### src/rtl/imm_packer.sv
// imm_packer: inserts a 32-bit immediate into the immediate field(s) of an
// instruction word and flags values the selected format cannot represent.
// Two-stage valid/ready pipeline: S1 slices and range-checks, S2 merges.
// Optional feature macro: IMM_ERR_CNT_EN (saturating count of delivered errors).
module imm_packer #(
  parameter int CNT_W = 16
) (
  input  logic             clk,
  input  logic             rst,
  input  logic             in_valid,
  output logic             in_ready,
  input  logic [31:0]      in_instr,
  input  logic [31:0]      in_imm,
  input  logic [5:0]       in_extop,
  output logic             out_valid,
  input  logic             out_ready,
  output logic [31:0]      out_instr,
  output logic             out_err,
  output logic [CNT_W-1:0] err_cnt,
  input  logic             err_cnt_clr
);

  // One-hot format codes shared with the immediate extender.
  localparam logic [5:0] EXT_ITYPE_SHAMT = 6'b100000;
  localparam logic [5:0] EXT_ITYPE       = 6'b010000;
  localparam logic [5:0] EXT_STYPE       = 6'b001000;
  localparam logic [5:0] EXT_BTYPE       = 6'b000100;
  localparam logic [5:0] EXT_UTYPE       = 6'b000010;
  localparam logic [5:0] EXT_JTYPE       = 6'b000001;

  logic        s1_valid;
  logic [31:0] s1_instr;
  logic [5:0]  s1_extop;
  logic [31:0] s1_field;
  logic        s1_ok;
  logic        s2_valid;

  logic        s1_adv;
  logic        s2_adv;
  logic [31:0] field_d;
  logic        ok_d;
  logic [31:0] mask;
  logic [31:0] merged;

  assign s2_adv    = !s2_valid || out_ready;
  assign s1_adv    = !s1_valid || s2_adv;
  assign in_ready  = s1_adv;
  assign out_valid = s2_valid;

  // S1 combinational: place immediate bits at their instruction positions and range-check.
  always_comb begin
    // NOTE: every output of this block gets a default first so no path leaves it unassigned (no latch).
    field_d = '0;
    ok_d    = 1'b0;
    unique case (in_extop)
      EXT_ITYPE_SHAMT: begin
        field_d = {7'b0, in_imm[4:0], 20'b0};
        ok_d    = (in_imm[31:5] == '0);
      end
      EXT_ITYPE: begin
        field_d = {in_imm[11:0], 20'b0};
        ok_d    = (in_imm[31:11] == '0) || (&in_imm[31:11]);
      end
      EXT_STYPE: begin
        field_d = {in_imm[11:5], 13'b0, in_imm[4:0], 7'b0};
        ok_d    = (in_imm[31:11] == '0) || (&in_imm[31:11]);
      end
      EXT_BTYPE: begin
        field_d = {in_imm[12], in_imm[10:5], 13'b0, in_imm[4:1], in_imm[11], 7'b0};
        ok_d    = !in_imm[0] && ((in_imm[31:12] == '0) || (&in_imm[31:12]));
      end
      EXT_UTYPE: begin
        field_d = {in_imm[31:12], 12'b0};
        ok_d    = (in_imm[11:0] == '0);
      end
      EXT_JTYPE: begin
        field_d = {in_imm[20], in_imm[10:1], in_imm[11], in_imm[19:12], 12'b0};
        ok_d    = !in_imm[0] && ((in_imm[31:20] == '0) || (&in_imm[31:20]));
      end
      default: begin
        field_d = '0;
        ok_d    = 1'b0;
      end
    endcase
  end

  // S1 occupancy flag.
  always_ff @(posedge clk) begin
    // NOTE: sequential state is written with <= so every flop samples pre-edge values.
    if (rst) begin
      s1_valid <= 1'b0;
    end else if (s1_adv) begin
      s1_valid <= in_valid;
    end
  end

  // S1 payload capture on accept.
  always_ff @(posedge clk) begin
    // NOTE: payload flops carry no reset; they are only observed behind s1_valid.
    if (s1_adv && in_valid) begin
      s1_instr <= in_instr;
      s1_extop <= in_extop;
      s1_field <= field_d;
      s1_ok    <= ok_d;
    end
  end

  // S2 combinational: decode the field mask and merge, or pass the template through on error.
  always_comb begin
    mask = '0;
    unique case (s1_extop)
      EXT_ITYPE_SHAMT: mask = 32'h01F0_0000;
      EXT_ITYPE:       mask = 32'hFFF0_0000;
      EXT_STYPE:       mask = 32'hFE00_0F80;
      EXT_BTYPE:       mask = 32'hFE00_0F80;
      EXT_UTYPE:       mask = 32'hFFFF_F000;
      EXT_JTYPE:       mask = 32'hFFFF_F000;
      default:         mask = '0;
    endcase
    merged = s1_ok ? ((s1_instr & ~mask) | s1_field) : s1_instr;
  end

  // S2 output register; holds while stalled.
  always_ff @(posedge clk) begin
    if (rst) begin
      s2_valid  <= 1'b0;
      out_instr <= '0;
      out_err   <= 1'b0;
    end else if (s2_adv) begin
      s2_valid <= s1_valid;
      if (s1_valid) begin
        out_instr <= merged;
        out_err   <= !s1_ok;
      end
    end
  end

`ifdef IMM_ERR_CNT_EN
  logic [CNT_W-1:0] cnt_q;

  // Saturating count of delivered error results; clear has priority over increment.
  always_ff @(posedge clk) begin
    if (rst || err_cnt_clr) begin
      cnt_q <= '0;
    end else if (out_valid && out_ready && out_err && (cnt_q != '1)) begin
      cnt_q <= cnt_q + {{(CNT_W-1){1'b0}}, 1'b1};
    end
  end

  assign err_cnt = cnt_q;
`else
  logic unused_clr;
  assign unused_clr = err_cnt_clr;
  assign err_cnt    = '0;
`endif

endmodule
### config.mk
export PLATFORM = sky130hd
export DESIGN_NAME = imm_packer
export DESIGN_NICKNAME = d
export VERILOG_FILES = /design/src/rtl/imm_packer.sv
export SDC_FILE = /design/constraint.sdc
export NUM_CORES = 1
export LEC_CHECK = 0
export ABC_AREA = 1
export CORE_ASPECT_RATIO = 0.8
export CORE_MARGIN = 2
export CORE_UTILIZATION = 50
export DETAILED_ROUTE_END_ITERATION = 8
export GPL_ROUTABILITY_DRIVEN = 0
export PLACE_DENSITY = 0.84
export SLEW_MARGIN = 10
export SYNTH_ARGS = -nofsm -noshare
export SYNTH_HDL_FRONTEND = slang
export SYNTH_SLANG_ARGS = --single-unit
### constraint.sdc
create_clock -name clk -period 5.85 [get_ports clk]
set_input_delay 1.17 -clock clk [delete_from_list [all_inputs] [get_ports clk]]
set_output_delay 1.17 -clock clk [all_outputs]
set_load 0.1 [all_outputs]
Word-level counts from Yosys, hierarchy flattened:

Cells that the tools add are included.

* flip-flop bits (word level): 106
* bits of input ports: 75
* output and inout port bits: 51
* logic and storage cells: 51

* equality and inequality tests: 12
* mux-type cells: 4
* bitwise operators: 3
* reduce and logical (&&, ||, !) cells: 24

Operators with widths (count)
* $pmux W32 S6: 1
* $pmux W32 S4: 1
* $and A32 B32 Y32: 1
* $mux W32: 1
* $not A32 Y32: 1
* $or A32 B32 Y32: 1
* $logic_not A27 Y1: 1
* $logic_not A12 Y1: 2
* $logic_not A21 Y1: 1
* $reduce_and A21 Y1: 1
* $logic_not A20 Y1: 1
* $reduce_and A20 Y1: 1
* $eq A6 B1 Y1 const B: 2
* $eq A6 B2 Y1 const B: 2
* $eq A6 B3 Y1 const B: 2
* $eq A6 B4 Y1 const B: 2
* $eq A6 B5 Y1 const B: 2
* $eq A6 B6 Y1 const B: 2
* $reduce_and A12 Y1: 1
* $reduce_or A2 Y1: 3
* $logic_or A1 B1 Y1: 5
* $pmux W1 S5: 1
* $logic_not A1 Y1: 4
* $logic_and A1 B1 Y1: 3
* $reduce_and A2 Y1: 1

Longest topological paths before layout:

* word-level depth: 7
* depth in mapped cells: 9
* gate-level depth less buffers: 9

Worst setup path after synthesis:

No wires, ideal clock.

* path kind: input-to-reg
* start: in out_ready
* end: reg s1_extop[0], enable pin
* library setup time: 418 ps
* arrival time: 3386 ps
* data required time: 5432 ps
* setup slack: 2046 ps
* cell stages on the path: 4
* buffers on the path: 0
* path through: inv_1 nand3_1 nand2_1 inv_1

* cells in the longest elaborated chain, start to end: 3

RTL lines
* start: declaration: line 16 `input logic out_ready,`
* $logic_or A1 B1 Y1: line 45 `assign s2_adv = !s2_valid || out_ready;`
* $logic_or A1 B1 Y1: line 46 `assign s1_adv = !s1_valid || s2_adv;`
* named net in_ready: line 11 `output logic in_ready,`
* $logic_and A1 B1 Y1: line 100 `if (s1_adv && in_valid) begin`
* end signal: assignment: line 102 `s1_extop <= in_extop;`
* end: declaration: line 33 `logic [5:0] s1_extop;`

The timed path passes the listed nets, and every way through them passes these cells.
A chain may end at the register's enable or synchronous reset.

Final worst setup path:

* start: in out_ready
* end: out in_ready

* cells in the longest elaborated chain, start to end: 2

RTL lines (line)
* $logic_or A1 B1 Y1: 45
* $logic_or A1 B1 Y1: 46
* end: declaration: 11

No other way between the ends.

==> impl_results.md <==
* Status: completed
* #FFs+latches synth at 99
* Endpoint class of the critical path: primary output
* Routed Antenna Nets at 0
* Area grow syn2layout at 30.26%
* Chip Height at 86.52 um
* RSZ-0062 raised after global routing: no
* Largest net degree at the start of global routing at 37
* Inserted Clock Buffers at 9
* WL per Instance at roughly 15 um
* Worst Skew at 0.009948 ns
* Distinct cells, synth at 28
* Final HPWL DP at 7110 um
* Core Rows at 30
* Final Hold Slack at 0.4932 ns
* 1st-iter DRT viols at 305
* Utilization after layout at 66.22%
* Via count at about 3500
* Vias per std cell at between 5 and 6
* CTS Buffer Depth at 2
* Commonest non-fill, non-tap cells in the layout: 108 x clkdlybuf4s50_1, 64 x edfxtp_1, 60 x nand2_1
* Die Wd at approximately 110 um
* Period minus WS final at 4.083 ns
* CTS Hold Buffers Added at 0
* Final wirelength at 9673 um
* Worst hold-check path type: reg -> reg
* Drt drc at 0
* Post-CTS Setup Repair Bufs at 0
* Post-CTS Resized at 0
* Global-route wire length before repair at 15830 um
* Pre-antenna DRT Iters at 5
* Ports at 126
* Ys flop type: edfxtp_1
* Fmax at 244.9 MHz
* CTS tree: done
* Total congestion overflow at 0
* TritonCTS Sinks at around 100
* CP arrival at 2.91 ns
* H-Tree Depth at 3
* Worst vdd ir at 0.1279 mV
* Cell type group with the largest total delay on the critical path: buffers and inverters
* Max-cap viol count at 0
* Final setup fails at 0
* Initial cell density of the core at between 50% and 60%
* Number of diodes at 0
* Worst path max stage delay at between 1 and 1.5 ns
* Slew Viols, Final at 0
* CP Class: in -> out
* FF+latch area at ~0.0026 sq mm
* Clock-pin transition on the worst setup and hold timing paths at 0.10 ns
* Post-Syn Area at 0.004255 sq mm
* Syn Inst Count at 443
* Clock root buffer: clkbuf_8
* Crit-path cells: clkdlybuf4s50_1 -> inv_1 -> nand3_1 -> clkdlybuf4s50_1
* Leak pwr at 2.212 nW
* Port bufs at 108
* Synth async-reset ratio at 0%
* Post-Route Setup TNS at 0 ns
* Share of layout cells above drive strength 1 at 5.978%
* Antenna violations before repair at 0
* CP dominant cell by count: clkdlybuf4s50_1
* Syn_area_per_cell at 9.606 sq um
* Die Area at 0.009269 sq mm
* Worst Tran Pin Value at 1.007 ns
* Gr usage total at about 22%
* Worst Path Buf+Inv at 3
* Most common cell after layout, fill and taps aside: clkdlybuf4s50_1
* Power per cell area at 281.8 mW/mm^2
* Core area at 0.008371 sq mm
* Post-synth EDFFs at 64
* Rel. slew slack at 32.89%
* Worst-Skew Late Latency at 0.36 ns
* Nets at 622
* Area of the multi-input gates at 0.001346 sq mm
* # fillers at 664
* Critical path required time at 4.68 ns
* Fin crit share at 69.80%
* Final Hold Vio Count at 0
* Seq/Total Area, Yosys at between 60 and 70%
* Worst Path Max Fanout at 3
* CP startpoint kind: primary input
* Worst path slowest cell: clkdlybuf4s50_1
* YS warnings at 0
* Vias in the first global route at 3327
worst register-to-register path, cell delays in order, from the launching register on:
cell      delay [ns]
edfxtp_1        1.03
nand4_1         0.77
nand3_1         0.32
a21oi_1         0.09
worst paths after layout:
kind / start / endpoint / slack, ns / cells past startpoint
worst max-delay path: out_ready / in_ready / 1.77 / 4
worst max register to register: s1_ok$_DFFE_PP_ / out_instr[26]$_SDFFE_PP0P_ / 3.52 / 3
worst min register to register: out_instr[1]$_SDFFE_PP0P_ / out_instr[1]$_SDFFE_PP0P_ / 0.49 / 2
worst min-delay path: out_instr[1]$_SDFFE_PP0P_ / out_instr[1]$_SDFFE_PP0P_ / 0.49 / 2
per-layer routing:
metal | GRT usage (%) | part of all wire, % | up-vias
met5 | 0 | 0 | -
met4 | 4.959 | 0.70 | 0
met3 | 4.286 | 8.2 | 9
met2 | 34.98 | 46 | 180
met1 | 30.84 | 45 | 1617
li1 | - | - | 1692
synth_stat cells (2+ instances only):
| cell | number | share of area, % |
|---|---|---|
| a21boi_0 | 2 | 0.35 |
| dfxtp_1 | 35 | 16 |
| o211ai_1 | 3 | 0.53 |
| a21oi_1 | 56 | 6.6 |
| nand3_1 | 23 | 2.7 |
| o221ai_1 | 2 | 0.41 |
| nor2_1 | 59 | 5.2 |
| nor2_4 | 2 | 0.53 |
| o21ai_1 | 7 | 0.82 |
| buf_4 | 17 | 3.0 |
| nand3_2 | 2 | 0.47 |
| nand2_2 | 3 | 0.44 |
| clkbuf_1 | 4 | 0.35 |
| inv_2 | 4 | 0.35 |
| o22ai_1 | 2 | 0.29 |
| nor2_2 | 3 | 0.44 |
| nand4_1 | 3 | 0.44 |
| o21ai_0 | 40 | 4.7 |
| edfxtp_1 | 64 | 45 |
| inv_1 | 36 | 3.2 |
| buf_2 | 10 | 1.2 |
| nand2_1 | 60 | 5.3 |
kinds of logic after synthesis:
kind of cell / count (synthesis) / share of synthesized area, %
buf+inv: 71 / 8.056
compound gates: 113 / 13.91
other cells: 1 / 0.08812
flops: 99 / 61.63
xor+xnor: 1 / 0.2059
simple gates: 158 / 16.11
power by group:
| part | switching (mW) | internal (mW) | total, mW |
|---|---|---|---|
| clock network | 0.251 | 0.167 | 0.418 |
| logic | 0.245 | 0.0930 | 0.338 |
| registers | 0.0192 | 0.787 | 0.807 |
area by class of cell:
type                            instances  share of cell area [%]
Sequential cell                        99                   47.31
Multi-Input combinational cell        288                   24.29
Timing Repair Buffer                  109                   19.64
Inverter                               40                   2.709
Tap cell                              112                   2.528
Clock buffer                            9                   2.235
Clock inverter                          7                   1.287
registers in the layout (all words and copies together) (netlist names):
name and flops:
s1_extop 6, out_valid 1, out_err 1, s1_ok 1, s1_instr 32, s1_valid 1
s1_field 25, out_instr 32
through the flow:
step	instance area, sq um	setup WS [ns]	cells	power [mW]
detailed placement	5348	1.775	648	1.160
global route	5543	1.684	664	1.625
finish	5543	1.767	664	1.562
CTS	5543	1.767	664	1.572
global placement	5348	1.774	648	1.153
floorplan	4312	2.046	458	1.058
Power figures use the tool's default switching activity.
